## src/rtl/mem_pkg.sv

```systemverilog
// rtl/mem_pkg.sv - shared load/store encodings, MEM FSM states and alignment check
package mem_pkg;

  localparam logic [2:0] LT_LB  = 3'b000;
  localparam logic [2:0] LT_LH  = 3'b001;
  localparam logic [2:0] LT_LW  = 3'b010;
  localparam logic [2:0] LT_LBU = 3'b100;
  localparam logic [2:0] LT_LHU = 3'b101;

  localparam logic [1:0] ST_SB = 2'b00;
  localparam logic [1:0] ST_SH = 2'b01;
  localparam logic [1:0] ST_SW = 2'b10;

  typedef enum logic [1:0] {
    S_IDLE = 2'b00,
    S_REQ  = 2'b01,
    S_RSP  = 2'b10
  } mem_state_e;

  // Stores take precedence over the load type when both request bits are set.
  function automatic logic is_misaligned(input logic       is_store,
                                         input logic [2:0] load_type,
                                         input logic [1:0] store_type,
                                         input logic [1:0] addr_lo);
    logic r;
    r = 1'b0;
    if (is_store) begin
      case (store_type)
        ST_SH:   r = addr_lo[0];
        ST_SW:   r = |addr_lo;
        default: r = 1'b0;
      endcase
    end else begin
      case (load_type)
        LT_LH, LT_LHU: r = addr_lo[0];
        LT_LW:         r = |addr_lo;
        default:       r = 1'b0;
      endcase
    end
    return r;
  endfunction

endpackage

```

## src/rtl/load_extend.sv

```systemverilog
// rtl/load_extend.sv - aligns a read word to the byte offset and sign/zero-extends it
module load_extend
  import mem_pkg::*;
(
  input  logic [31:0] rdata,
  input  logic [1:0]  offset,
  input  logic [2:0]  load_type,
  output logic [31:0] data
);

  logic [31:0] w_shifted;

  assign w_shifted = rdata >> {offset, 3'b000};

  always_comb begin
    data = w_shifted;
    case (load_type)
      LT_LB:   data = {{24{w_shifted[7]}}, w_shifted[7:0]};
      LT_LH:   data = {{16{w_shifted[15]}}, w_shifted[15:0]};
      LT_LBU:  data = {24'h000000, w_shifted[7:0]};
      LT_LHU:  data = {16'h0000, w_shifted[15:0]};
      default: data = w_shifted;
    endcase
  end

endmodule

```

## src/rtl/mem_access_stage.sv

```systemverilog
// rtl/mem_access_stage.sv - MEM pipeline stage: valid/ready data-memory access,
// load alignment and the MEM/WB register.
module mem_access_stage
  import mem_pkg::*;
(
  input  logic        clk,
  input  logic        rst_n,
  input  logic        valid_mem,
  input  logic [31:0] alu_result_mem,
  input  logic [31:0] rs2_data_mem,
  input  logic [4:0]  rd_mem,
  input  logic        mem_read_mem,
  input  logic        mem_write_mem,
  input  logic [2:0]  mem_load_type_mem,
  input  logic [1:0]  mem_store_type_mem,
  input  logic        wb_reg_file_mem,
  input  logic        memtoreg_mem,
  output logic [31:0] data_forward_mem,
  output logic        stall_mem,
  output logic        dmem_req_valid,
  input  logic        dmem_req_ready,
  output logic [31:0] dmem_addr,
  output logic        dmem_we,
  output logic [3:0]  dmem_wstrb,
  output logic [31:0] dmem_wdata,
  input  logic        dmem_rsp_valid,
  input  logic [31:0] dmem_rdata,
  output logic        valid_wb,
  output logic [4:0]  rd_wb,
  output logic        wb_reg_file_wb,
  output logic        memtoreg_wb,
  output logic [31:0] alu_result_wb,
  output logic [31:0] load_data_wb,
  output logic        misaligned_wb
);

  mem_state_e  r_state;
  mem_state_e  w_state_nxt;
  logic [1:0]  r_offset;
  logic [2:0]  r_load_type;

  logic        w_mem_op;
  logic        w_misaligned;
  logic        w_aligned_op;
  logic        w_req_valid;
  logic        w_done;
  logic        w_accept;
  logic        w_load_done;
  logic [31:0] w_load_data;

  assign data_forward_mem = alu_result_mem;

  assign w_mem_op     = valid_mem & (mem_read_mem | mem_write_mem);
  assign w_misaligned = w_mem_op & is_misaligned(mem_write_mem, mem_load_type_mem,
                                                 mem_store_type_mem, alu_result_mem[1:0]);
  assign w_aligned_op = w_mem_op & ~w_misaligned;

  always_ff @(posedge clk or negedge rst_n) begin
    if (!rst_n) r_state <= S_IDLE;
    else        r_state <= w_state_nxt;
  end

  always_comb begin
    w_state_nxt = r_state;
    w_req_valid = 1'b0;
    w_done      = 1'b0;
    case (r_state)
      S_IDLE: begin
        if (w_aligned_op) begin
          w_req_valid = 1'b1;
          if (dmem_req_ready) begin
            if (mem_write_mem) w_done = 1'b1;
            else               w_state_nxt = S_RSP;
          end else begin
            w_state_nxt = S_REQ;
          end
        end
      end
      S_REQ: begin
        w_req_valid = 1'b1;
        if (dmem_req_ready) begin
          if (mem_write_mem) begin
            w_done      = 1'b1;
            w_state_nxt = S_IDLE;
          end else begin
            w_state_nxt = S_RSP;
          end
        end
      end
      S_RSP: begin
        if (dmem_rsp_valid) begin
          w_done      = 1'b1;
          w_state_nxt = S_IDLE;
        end
      end
      default: w_state_nxt = S_IDLE;
    endcase
  end

  assign dmem_req_valid = w_req_valid;
  assign stall_mem      = w_aligned_op & ~w_done;
  assign w_accept       = w_req_valid & dmem_req_ready;
  assign w_load_done    = w_aligned_op & mem_read_mem & ~mem_write_mem;

  assign dmem_addr = {alu_result_mem[31:2], 2'b00};
  assign dmem_we   = mem_write_mem;

  always_comb begin
    dmem_wdata = rs2_data_mem;
    dmem_wstrb = 4'b0000;
    if (mem_write_mem) begin
      case (mem_store_type_mem)
        ST_SB: begin
          dmem_wdata = {4{rs2_data_mem[7:0]}};
          dmem_wstrb = 4'b0001 << alu_result_mem[1:0];
        end
        ST_SH: begin
          dmem_wdata = {2{rs2_data_mem[15:0]}};
          dmem_wstrb = 4'b0011 << alu_result_mem[1:0];
        end
        default: begin
          dmem_wdata = rs2_data_mem;
          dmem_wstrb = 4'b1111;
        end
      endcase
    end
  end

  // Offset and type are latched at acceptance so extraction does not depend on EX/MEM later.
  always_ff @(posedge clk or negedge rst_n) begin
    if (!rst_n) begin
      r_offset    <= 2'b00;
      r_load_type <= 3'b000;
    end else if (w_accept && !mem_write_mem) begin
      r_offset    <= alu_result_mem[1:0];
      r_load_type <= mem_load_type_mem;
    end
  end

  load_extend u_load_extend (
    .rdata     (dmem_rdata),
    .offset    (r_offset),
    .load_type (r_load_type),
    .data      (w_load_data)
  );

  always_ff @(posedge clk or negedge rst_n) begin
    if (!rst_n) begin
      valid_wb       <= 1'b0;
      rd_wb          <= 5'd0;
      wb_reg_file_wb <= 1'b0;
      memtoreg_wb    <= 1'b0;
      alu_result_wb  <= 32'd0;
      load_data_wb   <= 32'd0;
      misaligned_wb  <= 1'b0;
    end else if (stall_mem) begin
      valid_wb       <= 1'b0;
      wb_reg_file_wb <= 1'b0;
      memtoreg_wb    <= 1'b0;
      misaligned_wb  <= 1'b0;
    end else begin
      valid_wb       <= valid_mem;
      rd_wb          <= rd_mem;
      wb_reg_file_wb <= valid_mem & wb_reg_file_mem & ~w_misaligned;
      memtoreg_wb    <= valid_mem & memtoreg_mem & ~w_misaligned;
      alu_result_wb  <= alu_result_mem;
      load_data_wb   <= w_load_done ? w_load_data : 32'd0;
      misaligned_wb  <= w_misaligned;
    end
  end

endmodule

```

## config.mk

```make
export PLATFORM = sky130hd
export DESIGN_NAME = mem_access_stage
export DESIGN_NICKNAME = d
export VERILOG_FILES = /design/src/rtl/mem_pkg.sv /design/src/rtl/load_extend.sv /design/src/rtl/mem_access_stage.sv
export SDC_FILE = /design/constraint.sdc
export NUM_CORES = 1
export LEC_CHECK = 0
export ABC_CLOCK_PERIOD_IN_PS = 2350
export BUFFER_PORTS_ARGS = -buffer_cell sky130_fd_sc_hd__buf_2
export CELL_PAD_IN_SITES_DETAIL_PLACEMENT = 0
export CELL_PAD_IN_SITES_GLOBAL_PLACEMENT = 1
export CORE_UTILIZATION = 29
export DETAILED_ROUTE_END_ITERATION = 8
export MAX_ROUTING_LAYER = met4
export PLACE_DENSITY_LB_ADDON = 0.1
export SLEW_MARGIN = 20
export SYNTH_ARGS = -nofsm -noshare
export SYNTH_HDL_FRONTEND = slang
export SYNTH_HIERARCHICAL = 1
export SYNTH_SLANG_ARGS = --single-unit
```

## constraint.sdc

```tcl
create_clock -name clk -period 2.35 [get_ports clk]
set_input_delay 0.47 -clock clk [delete_from_list [all_inputs] [get_ports clk]]
set_output_delay 0.47 -clock clk [all_outputs]
set_load 0.02 [all_outputs]
```

==> metrics.cfg, run 1 <==
[worst_setup_path]
endpoint = stall_mem
crit_path_max_incr_delay_ns = 0.31
critical_path.top_delay_family = simple AND/OR/NAND/NOR gates
worstReg2RegStart = r_offset[0]$_DFFE_PN0P_
reg2regPathDepth = 5
cp-end-kind = primary output
cp_max_fo = 5
r2r_setup_slack_ns = 0.37
critPathKind = in -> out
slowest_stage = nor2b_4
crit_required_ns = 1.88
path_depth = 8
cp_num_buf_inv = 3
cp.arrival_ns = 1.73
crit_path_start_kind = input port
critPathLaunch = mem_store_type_mem[1]
reg2reg_to = load_data_wb[23]$_DFFE_PN0N_
crit_chain = buf_2 > inv_1 > ha_1 > a21oi_1 > o21ai_1 > nand3_2 > nor2b_4 > buf_2
cpMostUsedCell = buf_2

[grt]
grt_max_degree = 42
grt_use_total_pct = 17.0
grt_pass1_vias = 3844
grt_overflow = 0
grt_pass1_wl_mm = 22.0
antenna_found_initial = 0

[cells_and_area]
drive_gt1_share_pct = 57.6
final_area_um2 = 6400
areaGrowthSynthToFinish_pct = 31.1
diodes = 0
fin_nets = 769
fill_cells = 1716

[pwr]
ir_drop_mv = 0.318
p_total_mw = 4.67
p_per_area_nw_per_um2 = 729
p_leak_nw = 3.43

[status]
outcome = completed

[synthesis]
synth_area_leaders = dfrtp_1, buf_4, mux2_4
yosysWarnings = 6
syn_inst = 434
synth_top_area_share_pct = 41.0
synth_area_um2 = 4880
synth_top_cell_by_area = dfrtp_1
yosys_register_bits = 80
ys_seq_area_share_pct = 41.0
syn_avg_cell_area_um2 = 11.3
ys_types = 42

[clock_tree]
cts.repair.resized = 0
cts_root_buf = clkbuf_16
ctsHoldBuffers = 0
numCtsBuffers = 9
clk_pin_slew_worst_paths_ns = 0.06
ctsLongestPathBuffers = 2
cts_num_sinks = 80
cts_tree = done
post_cts_buffers = 0
clk_latency_ns = 0.34
htreeDepth = 3

[routing]
dr_total_vias = 3995
wl_mm = 14.2
wl_per_cell_um = 16.2
firstDrtPassIters = 4
drc = 0
ant_nets = 0
via_per_inst = 4.56
drtIter0Drc = 124

[sta]
finalClockSkew_ns = 0.00663
hold_violations = 0
worst_slack_ns = 0.147
rsz0062_at_grt = no
period_minus_slack_ns = 2.20
fin_crit_sh_pct = 93.7
max_slew_margin_pct = 64.1
tightestPinTransition_ns = 0.538
fmax_ghz = 0.454
maxSlewViolCount = 0
setup_viol = 0
setup_tns_ns = 0

[hold_path]
hold_path.class = in -> async

[placed_design]
gp_congestion = 0.856
place_area_um2 = 6090
io_buffers = 288
place_ws_ns = 0.0658
place_hpwl_mm = 10.8

[flow_run]
drv_cap = 0

[floorplan]
rows = 47
die_w_um = 132
start_util_pct = 29.6
die_area_um2 = 17400
core_um2 = 16500
io_pins = 291
die_h_um = 132

## routing by layer
metal  vias up  track usage [%]  part of all wire, %
li1       1919                -                    -
met1      1875             21.4                   44
met2       185             26.5                   48
met3        16             3.96                  6.4
met4         0             6.20                  1.8
met5         -                -                    0
## sequential cells by signal, indices dropped and copies added (netlist names)
register / count
memtoreg_wb: 1
valid_wb: 1
alu_result_wb: 32
load_data_wb: 32
r_state: 2
wb_reg_file_wb: 1
rd_wb: 5
r_offset: 2
misaligned_wb: 1
r_load_type: 3
## area by class of cell
type	count	area, µm²	share of cell area, %
inverter	6	22.5	0.352
timing repair buffer	306	1640	25.6
tap	220	275	4.30
clock buffer	10	239	3.73
multi-input combinational	248	2160	33.7
clock inverter	6	67.6	1.05
sequential	80	2000	31.3
## placed cells by master, fill, tap and decap left out, types with 2 or more instances in the layout
cell type,count
mux2_2,8
mux2i_1,20
o21ai_2,3
clkinvlp_4,2
o21a_1,5
mux2_1,6
inv_1,6
nor2b_1,10
clkbuf_16,9
a211oi_1,14
buf_2,287
nor2_1,25
mux2_4,36
a22o_1,56
and4b_1,2
o21ai_0,6
nand2b_1,4
nand2_1,17
o21ai_1,2
dfrtp_1,80
buf_4,14
buf_12,5
ha_1,3
conb_1,2
a21oi_1,12
## metrics by stage
| stage | util (%) | hold WS [ns] | std cells |
|---|---|---|---|
| after floorplan | - | 0.174 | 435 |
| after global placement | 36.9 | 0.479 | 860 |
| after detailed placement | 36.9 | 0.485 | 860 |
| after CTS | 38.7 | 0.109 | 876 |
| after global routing | 38.8 | 0.137 | 876 |
| final | 38.8 | 0.104 | 876 |
## Yosys cell counts
master	instances
a211o_1	1
a211oi_1	14
a211oi_2	1
a21boi_2	1
a21o_1	1
a21oi_1	12
a22o_1	56
a311oi_2	1
and2_1	1
and4b_1	2
buf_1	1
buf_2	11
buf_4	75
buf_6	7
clkbuf_1	7
conb_1	1
dfrtp_1	80
ha_1	3
inv_1	6
mux2_1	6
mux2_2	8
mux2_4	36
mux2i_1	20
nand2_1	17
nand2b_1	4
nand2b_4	1
nand3_2	1
nand3b_1	1
nand4b_1	1
nor2_1	25
nor2b_1	10
nor2b_4	1
nor3_1	1
nor3b_1	1
o211a_2	1
o211ai_2	1
o21a_1	5
o21ai_0	6
o21ai_1	3
o21ai_2	2
o21bai_1	1
o221ai_2	1
## how the worst min path moves through the flow
stage,start,end,slack [ns]
after floorplan,rst_n,alu_result_wb[0]$_DFFE_PN0N_,0.17
after global placement,rst_n,alu_result_wb[17]$_DFFE_PN0N_,0.48
after detailed placement,rst_n,alu_result_wb[17]$_DFFE_PN0N_,0.49
after CTS,rst_n,alu_result_wb[17]$_DFFE_PN0N_,0.11
after global routing,rst_n,alu_result_wb[13]$_DFFE_PN0N_,0.14
final,rst_n,alu_result_wb[17]$_DFFE_PN0N_,0.10
## logic make-up after synthesis
kind of cell             share of synthesized area [%]
multiplexers                                      18.4
AND/OR/NAND/NOR                                   6.92
AO/OA/AOI/OAI                                     17.5
flip-flops                                        41.0
buffers and inverters                             15.3
adder cells (fa/ha/maj)                          0.769
other                                           0.0768
## power by group
group | internal, mW | switching, mW
Combinational | 0.673 | 0.968
Sequential | 1.48 | 0.102
Clock | 0.856 | 0.589
Total | 3.01 | 1.66
## worst register-to-register path, delay by kind of cell (launching register included)
family / cells / cell delay [ns]
muxes: 2 / 0.45
DFF: 1 / 0.48
AOI/OAI and AO/OA: 3 / 0.94
Note: power is estimated with default switching activity, not from simulation.
==> run 2: changes to the inputs <==
Settings changed: ABC_AREA from default to 1, CORE_UTILIZATION 29 to 27.
==> metrics.cfg, run 2 <==
[status]
outcome = completed

[grt]
grt_pass1_wl_mm = 25.3
grt_use_total_pct = 17.2
grt_max_degree = 68
grt_pass1_vias = 4786
grt_overflow = 0
antenna_found_initial = 0

[pwr]
p_per_area_nw_per_um2 = 765
clkPwrFrac_pct = 29.4
p_leak_nw = 3.95
p_sw_mw = 1.97
switching_share_pct = 39.5
intPower_mw = 3.02
p_comb_share_pct = 38.5
ir_drop_mv = 0.257
seqPwrFrac_pct = 32.2

[sta]
maxSlewViolCount = 0
hold_violations = 0
fmax_ghz = 0.457
fin_crit_sh_pct = 93.1
max_slew_margin_pct = 58.1
finalClockSkew_ns = 0.00584
period_minus_slack_ns = 2.19
setup_viol = 0
tightestPinTransition_ns = 0.628
rsz0062_at_grt = no
worst_hold_slack_ns = 0.0898

[synthesis]
async_flop_share_pct = 100
synth.most_common_cell = nand2_1
syn_avg_cell_area_um2 = 7.47
synth_adder_area_share_pct = 0.732
synth_top_cell_by_area = dfrtp_1
synth_area_um2 = 5130
synth_top_area_share_pct = 39.0
yosysWarnings = 6
synth_common_cells = nand2_1, buf_4, dfrtp_1
synth_compound_area_share_pct = 8.39
synth_top_family_by_area = simple AND/OR/NAND/NOR gates
post_synth_xor_area_fraction_pct = 0
synthFlopType = dfrtp_1
yosys-mux-area-fraction_pct = 0
syn_inst = 687
synth_area_leaders = dfrtp_1, nand2_1, buf_4
yosys.area_share.simple_pct = 32.4
ys_seq_area_share_pct = 39.0
ys_types = 31
synth_edf_count = 0
yosys_register_bits = 80

[hold_path]
hold_path.class = in -> async

[placed_design]
io_buffers = 288
place_area_um2 = 6200
place_hpwl_mm = 12.5
gp_congestion = 0.851

[cells_and_area]
diodes = 0
drive_gt1_share_pct = 39.4
fill_cells = 2078
areaGrowthSynthToFinish_pct = 27.2
largestRegisters = alu_result_wb: 32 flops, load_data_wb: 32 flops, rd_wb: 5 flops
layout_common_cells = buf_2, nand2_1, dfrtp_1, nand3_1, inv_1
final_common_cell = buf_2
fin_nets = 1014
final_area_um2 = 6530

[floorplan]
die_area_um2 = 19600
start_util_pct = 27.5
core_um2 = 18600
die_w_um = 140
io_pins = 291
rows = 50
die_h_um = 140

[clock_tree]
numCtsBuffers = 9
ctsLongestPathBuffers = 2
cts.repair.resized = 0
cts_num_sinks = 80
clk_latency_ns = 0.34
clk_pin_slew_worst_paths_ns = 0.06
htreeDepth = 3
cts_root_buf = clkbuf_16
cts_tree = done

[routing]
firstDrtPassIters = 5
drc = 0
drtIter0Drc = 250
via_per_inst = 4.45
wl_per_cell_um = 14.4
dr_total_vias = 5054
ant_nets = 0
wl_mm = 16.3

[worst_setup_path]
crit_path_start_kind = input port
crit_chain = buf_2 > inv_1 > ha_1 > buf_4 > inv_1 > o22ai_1 > nand2_1 > o21ai_0 > buf_2
crit_required_ns = 1.88
cp.arrival_ns = 1.72
cp-end-kind = primary output
slowest_stage = buf_2
cp_max_fo = 8
crit_path_max_incr_delay_ns = 0.22
cp_num_buf_inv = 5
critPathKind = in -> out
critical_path.top_delay_family = buffers and inverters

[flow_run]
drv_cap = 0

-- run 2: repair_timing --
item | CTS | global route
setup endpoints to repair | 0 | 1
hold buffers | 0 | 0
setup buffers | 0 | 3
-- run 2: cell families after synthesis --
kind of cell               Yosys count
other                                1
AOI/OAI and AO/OA                   72
buffers and inverters              153
DFF                                 80
and+or+nand+nor                    378
adders and majority gates            3
-- run 2: path summary, 6_finish.rpt --
check	from	end	slack, ns	depth (start not counted)
hold / removal	rst_n	alu_result_wb[8]$_DFFE_PN0N_	0.09	1
max in group asynchronous	rst_n	load_data_wb[11]$_DFFE_PN0N_	1.63	2
hold reg to reg	load_data_wb[9]$_DFFE_PN0N_	load_data_wb[9]$_DFFE_PN0N_	0.47	2
setup / recovery	mem_store_type_mem[1]	dmem_wdata[10]	0.16	9
min in group clk	dmem_req_ready	r_state[0]$_DFFE_PN0P_	0.30	2
setup reg to reg	r_offset[1]$_DFFE_PN0P_	load_data_wb[16]$_DFFE_PN0N_	0.47	6
-- run 2: metal layers --
layer | part of all wire [%] | GRT usage, % | vias to the layer above
met5 | 0 | - | -
met4 | 1.0 | 4.92 | 0
met3 | 6.5 | 3.89 | 13
met2 | 50 | 29.8 | 210
met1 | 42 | 19.9 | 2298
li1 | - | - | 2533
-- run 2: power by group through the flow --
stage | Combinational, mW | Clock [mW] | Sequential [mW]
after floorplan | 1.38 | 0 | 1.71
after global placement | 1.93 | 0 | 1.63
after detailed placement | 1.93 | 0 | 1.63
after CTS | 1.94 | 1.52 | 1.61
after global routing | 2.12 | 1.59 | 1.63
final | 1.92 | 1.47 | 1.61
-- run 2: final cells by class --
class	count	area [µm²]	share of cell area, %
clock buffer	12	256	3.93
clock inverter	4	51.3	0.786
inverter	46	183	2.80
multi-input combinational	455	2140	32.8
sequential	80	2000	30.7
tap	234	293	4.49
timing repair buffer	304	1600	24.5
-- run 2: metrics by stage --
step | util (%) | TNS [ns] | std cells | setup WS, ns | power [mW]
global route | 35.0 | 0 | 1135 | 0.0516 | 5.34
CTS | 34.9 | 0 | 1132 | 0.101 | 5.07
finish | 35.0 | 0 | 1135 | 0.161 | 5.00
floorplan | - | -0.0821 | 688 | -0.0172 | 3.08
detailed placement | 33.2 | 0 | 1116 | 0.0912 | 3.57
global placement | 33.2 | 0 | 1116 | 0.139 | 3.56
